## src/rtl/cache_fill_ctrl_if.sv

```systemverilog
// Request, response, writeback and fill signals between the cache pipeline,
// the fill controller and the memory side.
interface cache_fill_ctrl_if #(
    parameter int IDX_W = 2,
    parameter int TAG_W = 8
);
    logic             req_vld;
    logic             req_rdy;
    logic [IDX_W-1:0] req_idx;
    logic [TAG_W-1:0] req_tag;
    logic             req_wr;

    logic             resp_vld;
    logic             resp_hit;
    logic [1:0]       resp_way;

    logic             wb_vld;
    logic             wb_rdy;
    logic [IDX_W-1:0] wb_idx;
    logic [TAG_W-1:0] wb_tag;
    logic [1:0]       wb_way;

    logic             fill_vld;
    logic             fill_rdy;
    logic [IDX_W-1:0] fill_idx;
    logic [TAG_W-1:0] fill_tag;
    logic [1:0]       fill_way;
    logic             fill_done;

    // Environment side: issues lookups and plays the memory.
    modport master (
        output req_vld, req_idx, req_tag, req_wr, wb_rdy, fill_rdy, fill_done,
        input  req_rdy, resp_vld, resp_hit, resp_way,
               wb_vld, wb_idx, wb_tag, wb_way,
               fill_vld, fill_idx, fill_tag, fill_way
    );

    // Controller side.
    modport slave (
        input  req_vld, req_idx, req_tag, req_wr, wb_rdy, fill_rdy, fill_done,
        output req_rdy, resp_vld, resp_hit, resp_way,
               wb_vld, wb_idx, wb_tag, wb_way,
               fill_vld, fill_idx, fill_tag, fill_way
    );
endinterface

```

## src/rtl/cache_fill_ctrl.sv

```systemverilog
// Replacement and miss sequencer for a 3-way set-associative cache: keeps
// tag/valid/dirty/matrix-LRU per set, answers lookups, runs writeback and fill.
module cache_fill_ctrl #(
    parameter int  SETS  = 4,
    parameter int  TAG_W = 8,
    localparam int IDX_W = $clog2(SETS)
) (
    input logic              clk,
    input logic              clr,
    cache_fill_ctrl_if.slave bus
);

    typedef enum logic [2:0] {
        IDLE,
        LOOKUP,
        WB_REQ,
        FILL_REQ,
        FILL_WAIT,
        RESP
    } state_e;

    state_e                           state_q, state_d;
    logic [IDX_W-1:0]                 idx_q, idx_d;
    logic [TAG_W-1:0]                 cap_tag_q, cap_tag_d;
    logic                             wr_q, wr_d;
    logic [1:0]                       way_q, way_d;
    logic                             hit_q, hit_d;
    logic [SETS-1:0][2:0][TAG_W-1:0]  tags_q, tags_d;
    logic [SETS-1:0][2:0]             valid_q, valid_d;
    logic [SETS-1:0][2:0]             dirty_q, dirty_d;
    logic [SETS-1:0][8:0]             lru_q, lru_d;

    logic       hit;
    logic [1:0] hit_way;
    logic [1:0] victim;

    // Field i (bits 3i+2:3i) bit j set: way i used more recently than way j.
    function automatic logic [8:0] lru_touch(input logic [8:0] lru, input logic [1:0] k);
        logic [8:0] r;
        r = lru;
        for (int i = 0; i < 3; i++) begin
            for (int j = 0; j < 3; j++) begin
                if (i == int'(k)) begin
                    r[3*i+j] = (j != i);
                end else if (j == int'(k)) begin
                    r[3*i+j] = 1'b0;
                end
            end
        end
        return r;
    endfunction

    function automatic logic [1:0] lru_way(input logic [8:0] lru);
        if (lru[8:6] == 3'b000) begin
            return 2'd2;
        end else if (lru[5:3] == 3'b000) begin
            return 2'd1;
        end else begin
            return 2'd0;
        end
    endfunction

    always_comb begin
        hit     = 1'b0;
        hit_way = 2'd0;
        for (int w = 2; w >= 0; w--) begin
            if (valid_q[idx_q][w] && (tags_q[idx_q][w] == cap_tag_q)) begin
                hit     = 1'b1;
                hit_way = 2'(w);
            end
        end
    end

    always_comb begin
        if (!valid_q[idx_q][0]) begin
            victim = 2'd0;
        end else if (!valid_q[idx_q][1]) begin
            victim = 2'd1;
        end else if (!valid_q[idx_q][2]) begin
            victim = 2'd2;
        end else begin
            victim = lru_way(lru_q[idx_q]);
        end
    end

    always_comb begin
        state_d   = state_q;
        idx_d     = idx_q;
        cap_tag_d = cap_tag_q;
        wr_d      = wr_q;
        way_d     = way_q;
        hit_d     = hit_q;
        tags_d    = tags_q;
        valid_d   = valid_q;
        dirty_d   = dirty_q;
        lru_d     = lru_q;

        case (state_q)
            IDLE: begin
                if (bus.req_vld) begin
                    idx_d     = bus.req_idx;
                    cap_tag_d = bus.req_tag;
                    wr_d      = bus.req_wr;
                    state_d   = LOOKUP;
                end
            end
            LOOKUP: begin
                if (hit) begin
                    lru_d[idx_q]            = lru_touch(lru_q[idx_q], hit_way);
                    dirty_d[idx_q][hit_way] = dirty_q[idx_q][hit_way] | wr_q;
                    hit_d                   = 1'b1;
                    way_d                   = hit_way;
                    state_d                 = RESP;
                end else begin
                    hit_d = 1'b0;
                    way_d = victim;
                    if (valid_q[idx_q][victim] && dirty_q[idx_q][victim]) begin
                        state_d = WB_REQ;
                    end else begin
                        state_d = FILL_REQ;
                    end
                end
            end
            WB_REQ: begin
                if (bus.wb_rdy) begin
                    state_d = FILL_REQ;
                end
            end
            FILL_REQ: begin
                if (bus.fill_rdy) begin
                    state_d = FILL_WAIT;
                end
            end
            FILL_WAIT: begin
                // Install only once the data is in; an abort before this leaves the set untouched.
                if (bus.fill_done) begin
                    tags_d[idx_q][way_q]  = cap_tag_q;
                    valid_d[idx_q][way_q] = 1'b1;
                    dirty_d[idx_q][way_q] = wr_q;
                    lru_d[idx_q]          = lru_touch(lru_q[idx_q], way_q);
                    hit_d                 = 1'b0;
                    state_d               = RESP;
                end
            end
            RESP: begin
                state_d = IDLE;
            end
            default: begin
                state_d = IDLE;
            end
        endcase
    end

    always_ff @(posedge clk or negedge clr) begin
        if (!clr) begin
            state_q   <= IDLE;
            idx_q     <= '0;
            cap_tag_q <= '0;
            wr_q      <= 1'b0;
            way_q     <= 2'd0;
            hit_q     <= 1'b0;
            tags_q    <= '0;
            valid_q   <= '0;
            dirty_q   <= '0;
            lru_q     <= '0;
        end else begin
            state_q   <= state_d;
            idx_q     <= idx_d;
            cap_tag_q <= cap_tag_d;
            wr_q      <= wr_d;
            way_q     <= way_d;
            hit_q     <= hit_d;
            tags_q    <= tags_d;
            valid_q   <= valid_d;
            dirty_q   <= dirty_d;
            lru_q     <= lru_d;
        end
    end

    assign bus.req_rdy  = (state_q == IDLE);
    assign bus.resp_vld = (state_q == RESP);
    assign bus.resp_hit = hit_q;
    assign bus.resp_way = way_q;

    assign bus.wb_vld   = (state_q == WB_REQ);
    assign bus.wb_idx   = idx_q;
    assign bus.wb_tag   = tags_q[idx_q][way_q];
    assign bus.wb_way   = way_q;

    assign bus.fill_vld = (state_q == FILL_REQ);
    assign bus.fill_idx = idx_q;
    assign bus.fill_tag = cap_tag_q;
    assign bus.fill_way = way_q;

endmodule

```

## src/flat_wrapper.sv

```systemverilog
// flat-port wrapper written by rule: the top's interface ports become plain ports
module cache_fill_ctrl_flat 
#(
    parameter int  SETS  = 4,
    parameter int  TAG_W = 8,
    localparam int IDX_W = $clog2(SETS)
)
  (clk, clr, bus_req_vld, bus_req_idx, bus_req_tag, bus_req_wr, bus_wb_rdy, bus_fill_rdy, bus_fill_done, bus_req_rdy, bus_resp_vld, bus_resp_hit, bus_resp_way, bus_wb_vld, bus_wb_idx, bus_wb_tag, bus_wb_way, bus_fill_vld, bus_fill_idx, bus_fill_tag, bus_fill_way);
  cache_fill_ctrl_if #(.IDX_W(2), .TAG_W(TAG_W)) bus_i ();
  input logic clk;
  input logic clr;
  input wire logic [$bits(bus_i.req_vld)-1:0] bus_req_vld;
  input wire logic [$bits(bus_i.req_idx)-1:0] bus_req_idx;
  input wire logic [$bits(bus_i.req_tag)-1:0] bus_req_tag;
  input wire logic [$bits(bus_i.req_wr)-1:0] bus_req_wr;
  input wire logic [$bits(bus_i.wb_rdy)-1:0] bus_wb_rdy;
  input wire logic [$bits(bus_i.fill_rdy)-1:0] bus_fill_rdy;
  input wire logic [$bits(bus_i.fill_done)-1:0] bus_fill_done;
  output wire logic [$bits(bus_i.req_rdy)-1:0] bus_req_rdy;
  output wire logic [$bits(bus_i.resp_vld)-1:0] bus_resp_vld;
  output wire logic [$bits(bus_i.resp_hit)-1:0] bus_resp_hit;
  output wire logic [$bits(bus_i.resp_way)-1:0] bus_resp_way;
  output wire logic [$bits(bus_i.wb_vld)-1:0] bus_wb_vld;
  output wire logic [$bits(bus_i.wb_idx)-1:0] bus_wb_idx;
  output wire logic [$bits(bus_i.wb_tag)-1:0] bus_wb_tag;
  output wire logic [$bits(bus_i.wb_way)-1:0] bus_wb_way;
  output wire logic [$bits(bus_i.fill_vld)-1:0] bus_fill_vld;
  output wire logic [$bits(bus_i.fill_idx)-1:0] bus_fill_idx;
  output wire logic [$bits(bus_i.fill_tag)-1:0] bus_fill_tag;
  output wire logic [$bits(bus_i.fill_way)-1:0] bus_fill_way;
  assign bus_i.req_vld = bus_req_vld;
  assign bus_i.req_idx = bus_req_idx;
  assign bus_i.req_tag = bus_req_tag;
  assign bus_i.req_wr = bus_req_wr;
  assign bus_i.wb_rdy = bus_wb_rdy;
  assign bus_i.fill_rdy = bus_fill_rdy;
  assign bus_i.fill_done = bus_fill_done;
  assign bus_req_rdy = bus_i.req_rdy;
  assign bus_resp_vld = bus_i.resp_vld;
  assign bus_resp_hit = bus_i.resp_hit;
  assign bus_resp_way = bus_i.resp_way;
  assign bus_wb_vld = bus_i.wb_vld;
  assign bus_wb_idx = bus_i.wb_idx;
  assign bus_wb_tag = bus_i.wb_tag;
  assign bus_wb_way = bus_i.wb_way;
  assign bus_fill_vld = bus_i.fill_vld;
  assign bus_fill_idx = bus_i.fill_idx;
  assign bus_fill_tag = bus_i.fill_tag;
  assign bus_fill_way = bus_i.fill_way;
  cache_fill_ctrl #(.SETS(SETS), .TAG_W(TAG_W)) u_core (.clk(clk), .clr(clr), .bus(bus_i));
endmodule
```

## config.mk

```make
export PLATFORM = sky130hd
export DESIGN_NAME = cache_fill_ctrl_flat
export DESIGN_NICKNAME = d
export VERILOG_FILES = /design/src/rtl/cache_fill_ctrl_if.sv /design/src/rtl/cache_fill_ctrl.sv /design/src/flat_wrapper.sv
export SDC_FILE = /design/constraint.sdc
export NUM_CORES = 1
export LEC_CHECK = 0
export BUFFER_PORTS_ARGS = -buffer_cell sky130_fd_sc_hd__buf_4
export CORE_MARGIN = 2
export CORE_UTILIZATION = 50
export DETAILED_ROUTE_END_ITERATION = 10
export GPL_TIMING_DRIVEN = 0
export PLACE_DENSITY = 0.71
export REMOVE_ABC_BUFFERS = 1
export SETUP_SLACK_MARGIN = 0.2
export SYNTH_ARGS = -nofsm -noshare
export SYNTH_HDL_FRONTEND = slang
export SYNTH_SLANG_ARGS = --single-unit
export TNS_END_PERCENT = 20
```

## constraint.sdc

```tcl
create_clock -name clk -period 4.6 [get_ports clk]
set_clock_uncertainty 0.05 [all_clocks]
set_input_delay 0.69 -clock clk [delete_from_list [all_inputs] [get_ports clk]]
set_output_delay 0.69 -clock clk [all_outputs]
set_load 0.05 [all_outputs]
```

==> impl_results.md <==
* Yosys top cell by area: dfrtp_1
* Grt ovf at 0
* Post-DP HPWL at 11.48 mm
* Seq/Total Area, Yosys at 50.12%
* Initial antenna violation count at 0
* YS warnings at 0
* Worst-path cell chain: mux4_1, xnor2_1, nand4_1, nor3_1, nor4_2, nor2_2, mux2_2
* Synth top cells by count: dfrtp_1, mux2_2, nand2_1
* Count of input and output buffers at 47
* Synth Cell Area at 8039 sq um
* Pleak at 4.238 nW
* TritonRoute pass-1 iters at 4
* Clock sink total at 161
* RSZ-0062 raised after global routing: false
* First-pass GRT wire length at 27.74 mm
* Num CTS Buffers at 17
* Cell with the most instances after synthesis: dfrtp_1
* Die width at 130.8 um
* Final Setup Violations at 0
* Worst-path clk slew at 0.06 ns
* Gpl congestion at 0.8265
* Slew HR at 34.59%
* Starting density of the core at 50.79%
* Final period utilization at 85.71%
* R2R setup slack at 0.66 ns
* Drt first-iter violations at 266
* Slowest cell on crit path: dfrtp_4
* Crit path depth at 7
* DR WL/cell at 20.36 um
* Crit path required time at 4.86 ns
* Critical Path Source: u_core.bus.fill_idx[0]
* Buf/Inv on CP at 0
* Via count at 4918
* WHS at 0.2260 ns
* Fmax at 253.6 MHz
* TritonCTS clock tree: done
* Final Hold Viols at 0
* Ys flop type: dfrtp_1
* Die height at 130.8 um
* IO Pins at 48
* Post-synth ARST share at 100.0%
* Final core occ at 57.14%
* Crit Reg-Reg Endpoint: u_core.lru_q[13]
* Overall Global Routing Usage at 21.78%
* Core area at 15830 sq um
* Reg2Reg Depth at 7
* CP max stage delay at 0.76 ns
* Clock Path Buffers at 2
* Die area at 17110 sq um
* Setup crit end kind: flip-flop
* Clock Latency Late Sink at 0.43 ns
* Final Max Slew Viols at 0
* Worst slew pin tran at 0.9775 ns
* Worst Setup Start Kind: flip-flop
* Worst-path fanout max at 25
* Minimum clock period at 3.943 ns
* Critical Path End: u_core.lru_q[13]
* Routed Antenna Nets at 0
* H-tree depth at 4
* Maximum vdd ir drop at 396.2 uV
* Largest cells by area after synthesis: dfrtp_1, mux2_2, mux4_2
* Critical path class: reg2reg
* Top delay family on crit path: simple AND/OR/NAND/NOR gates
* Max_cap viols at 0
* WP data arrival at 4.20 ns
* Area share of the largest cell type after synthesis at 50.12%
* Number of flops mapped to enable cells by yosys at 0
* Mapped Cells at 590
* #FFs+latches synth at 161
* Hold crit path type: in2async
* WL final at 17.18 mm
* P&R area growth vs syn at 12.50%
* Ant diodes at 0
* # DRC at 0
* Drt via density at 5.827
* TNS Setup at 0 ns
* Layout cells sized above 1 at 39.49%
* Reg2reg start: u_core.bus.fill_idx[0]
* Post-synth cell types at 56
* Row cnt at 46
* Pwr Density at 566.3 nW/um^2
* Vias in the first global route at 5123
* Status: finished clean
* Post-route total power at 5.121 mW
* Fin nets at 633
* Root Buffer: clkbuf_16
* Avg Cell Area, Syn at 13.63 sq um
* Pin count of the biggest net entering global routing at 88
==> how the worst min path moves through the flow <==
stage	endpoint	slack (ns)
6_report	u_core.lru_q[26]	0.23
4_1_cts	u_core.lru_q[26]	0.26
3_5_place_dp	u_core.valid_q[9]	0.40
2_1_floorplan	u_core.bus.fill_idx[0]	0.34
5_1_grt	u_core.dirty_q[6]	0.29
3_3_place_gp	u_core.valid_q[7]	0.39
==> stage by stage <==
| step | cell area [sq um] | std cells | setup slack [ns] |
|---|---|---|---|
| after floorplan | 7725 | 545 | -0.5066 |
| after global placement | 8348 | 808 | -1.223 |
| after detailed placement | 8404 | 810 | 0.03162 |
| after CTS | 9012 | 843 | 0.05577 |
| after global routing | 9044 | 844 | 0.4102 |
| final | 9044 | 844 | 0.6571 |
==> flip-flops by register name, summed over array words and instances, names as in the netlist <==
name,flops
u_core.bus.resp_hit,1
u_core.bus.fill_idx,2
u_core.dirty_q,12
u_core.bus.fill_tag,8
u_core.lru_q,24
u_core.bus.fill_way,2
u_core.valid_q,12
u_core.state_q,3
u_core.wr_q,1
u_core.tags_q,96
==> cells by family (layout without fill, tap and decap cells) <==
logic type      after synthesis  count (layout)  synth area share [%]
mux                         179             179                 30.54
flops                       161             161                 50.12
simple gates                107             107                 7.004
compound gates               69              69                 5.712
buf+inv                      52              90                 4.233
xor+xnor                     22              22                 2.397
==> worst register-to-register path: stages (launching register included) <==
cell and delay [ns]:
dfrtp_4 0.76, mux4_1 0.72, xnor2_1 0.18, nand4_1 0.17, nor3_1 0.72, nor4_2 0.25
nor2_2 0.57, mux2_2 0.41
==> layer usage <==
metal | wire length (um) | up-vias | track usage, %
li1 | - | 2222 | -
met1 | 7337 | 2553 | 28.14
met2 | 8748 | 124 | 37.13
met3 | 786 | 19 | 4.438
met4 | 312 | 0 | 7.134
met5 | 0 | - | 0
==> what timing repair did <==
action	in CTS	in global routing
buffers inserted	2	1
pin swaps	2	0
hold endpoints to repair	0	0
endpoints found under the setup margin	32	16
hold buffers	0	0
cloned	0	0
gates resized for setup	0	2
==> final cells by class <==
| type | instances | area [sq um] |
|---|---|---|
| Multi-Input combinational cell | 377 | 3681 |
| Sequential cell | 161 | 4034 |
| Inverter | 7 | 26.28 |
| Fill cell | 1260 | 6784 |
| Tap cell | 216 | 270.3 |
| Timing Repair Buffer | 52 | 439.2 |
| Clock inverter | 11 | 156.4 |
| Clock buffer | 20 | 436.7 |
==> layout by cell type, fill, tap and decap left out, drive strengths merged, types with 2 or more instances in the layout <==
master	n
inv	9
nand3	8
xnor2	22
o31ai	5
nand2b	11
and2	4
a21oi	28
mux4	35
and3b	2
nor2	24
clkinvlp	2
clkinv	4
mux2i	15
nor4	3
nand2	32
o211ai	2
dfrtp	161
o21ai	17
clkbuf	20
mux2	129
o21ba	2
nor2b	4
or3	3
bufinv	3
o41ai	3
or2	2
nand3b	2
nand4	4
o22a	2
nor3	5
o221ai	4
buf	52
==> where the power goes <==
group	leakage (nW)	switching [mW]	internal [mW]
Sequential	2.20	0.425	1.62
Combinational	1.76	0.935	0.708
Clock	0.283	0.581	0.857
Note: power is estimated with default switching activity, not from simulation.
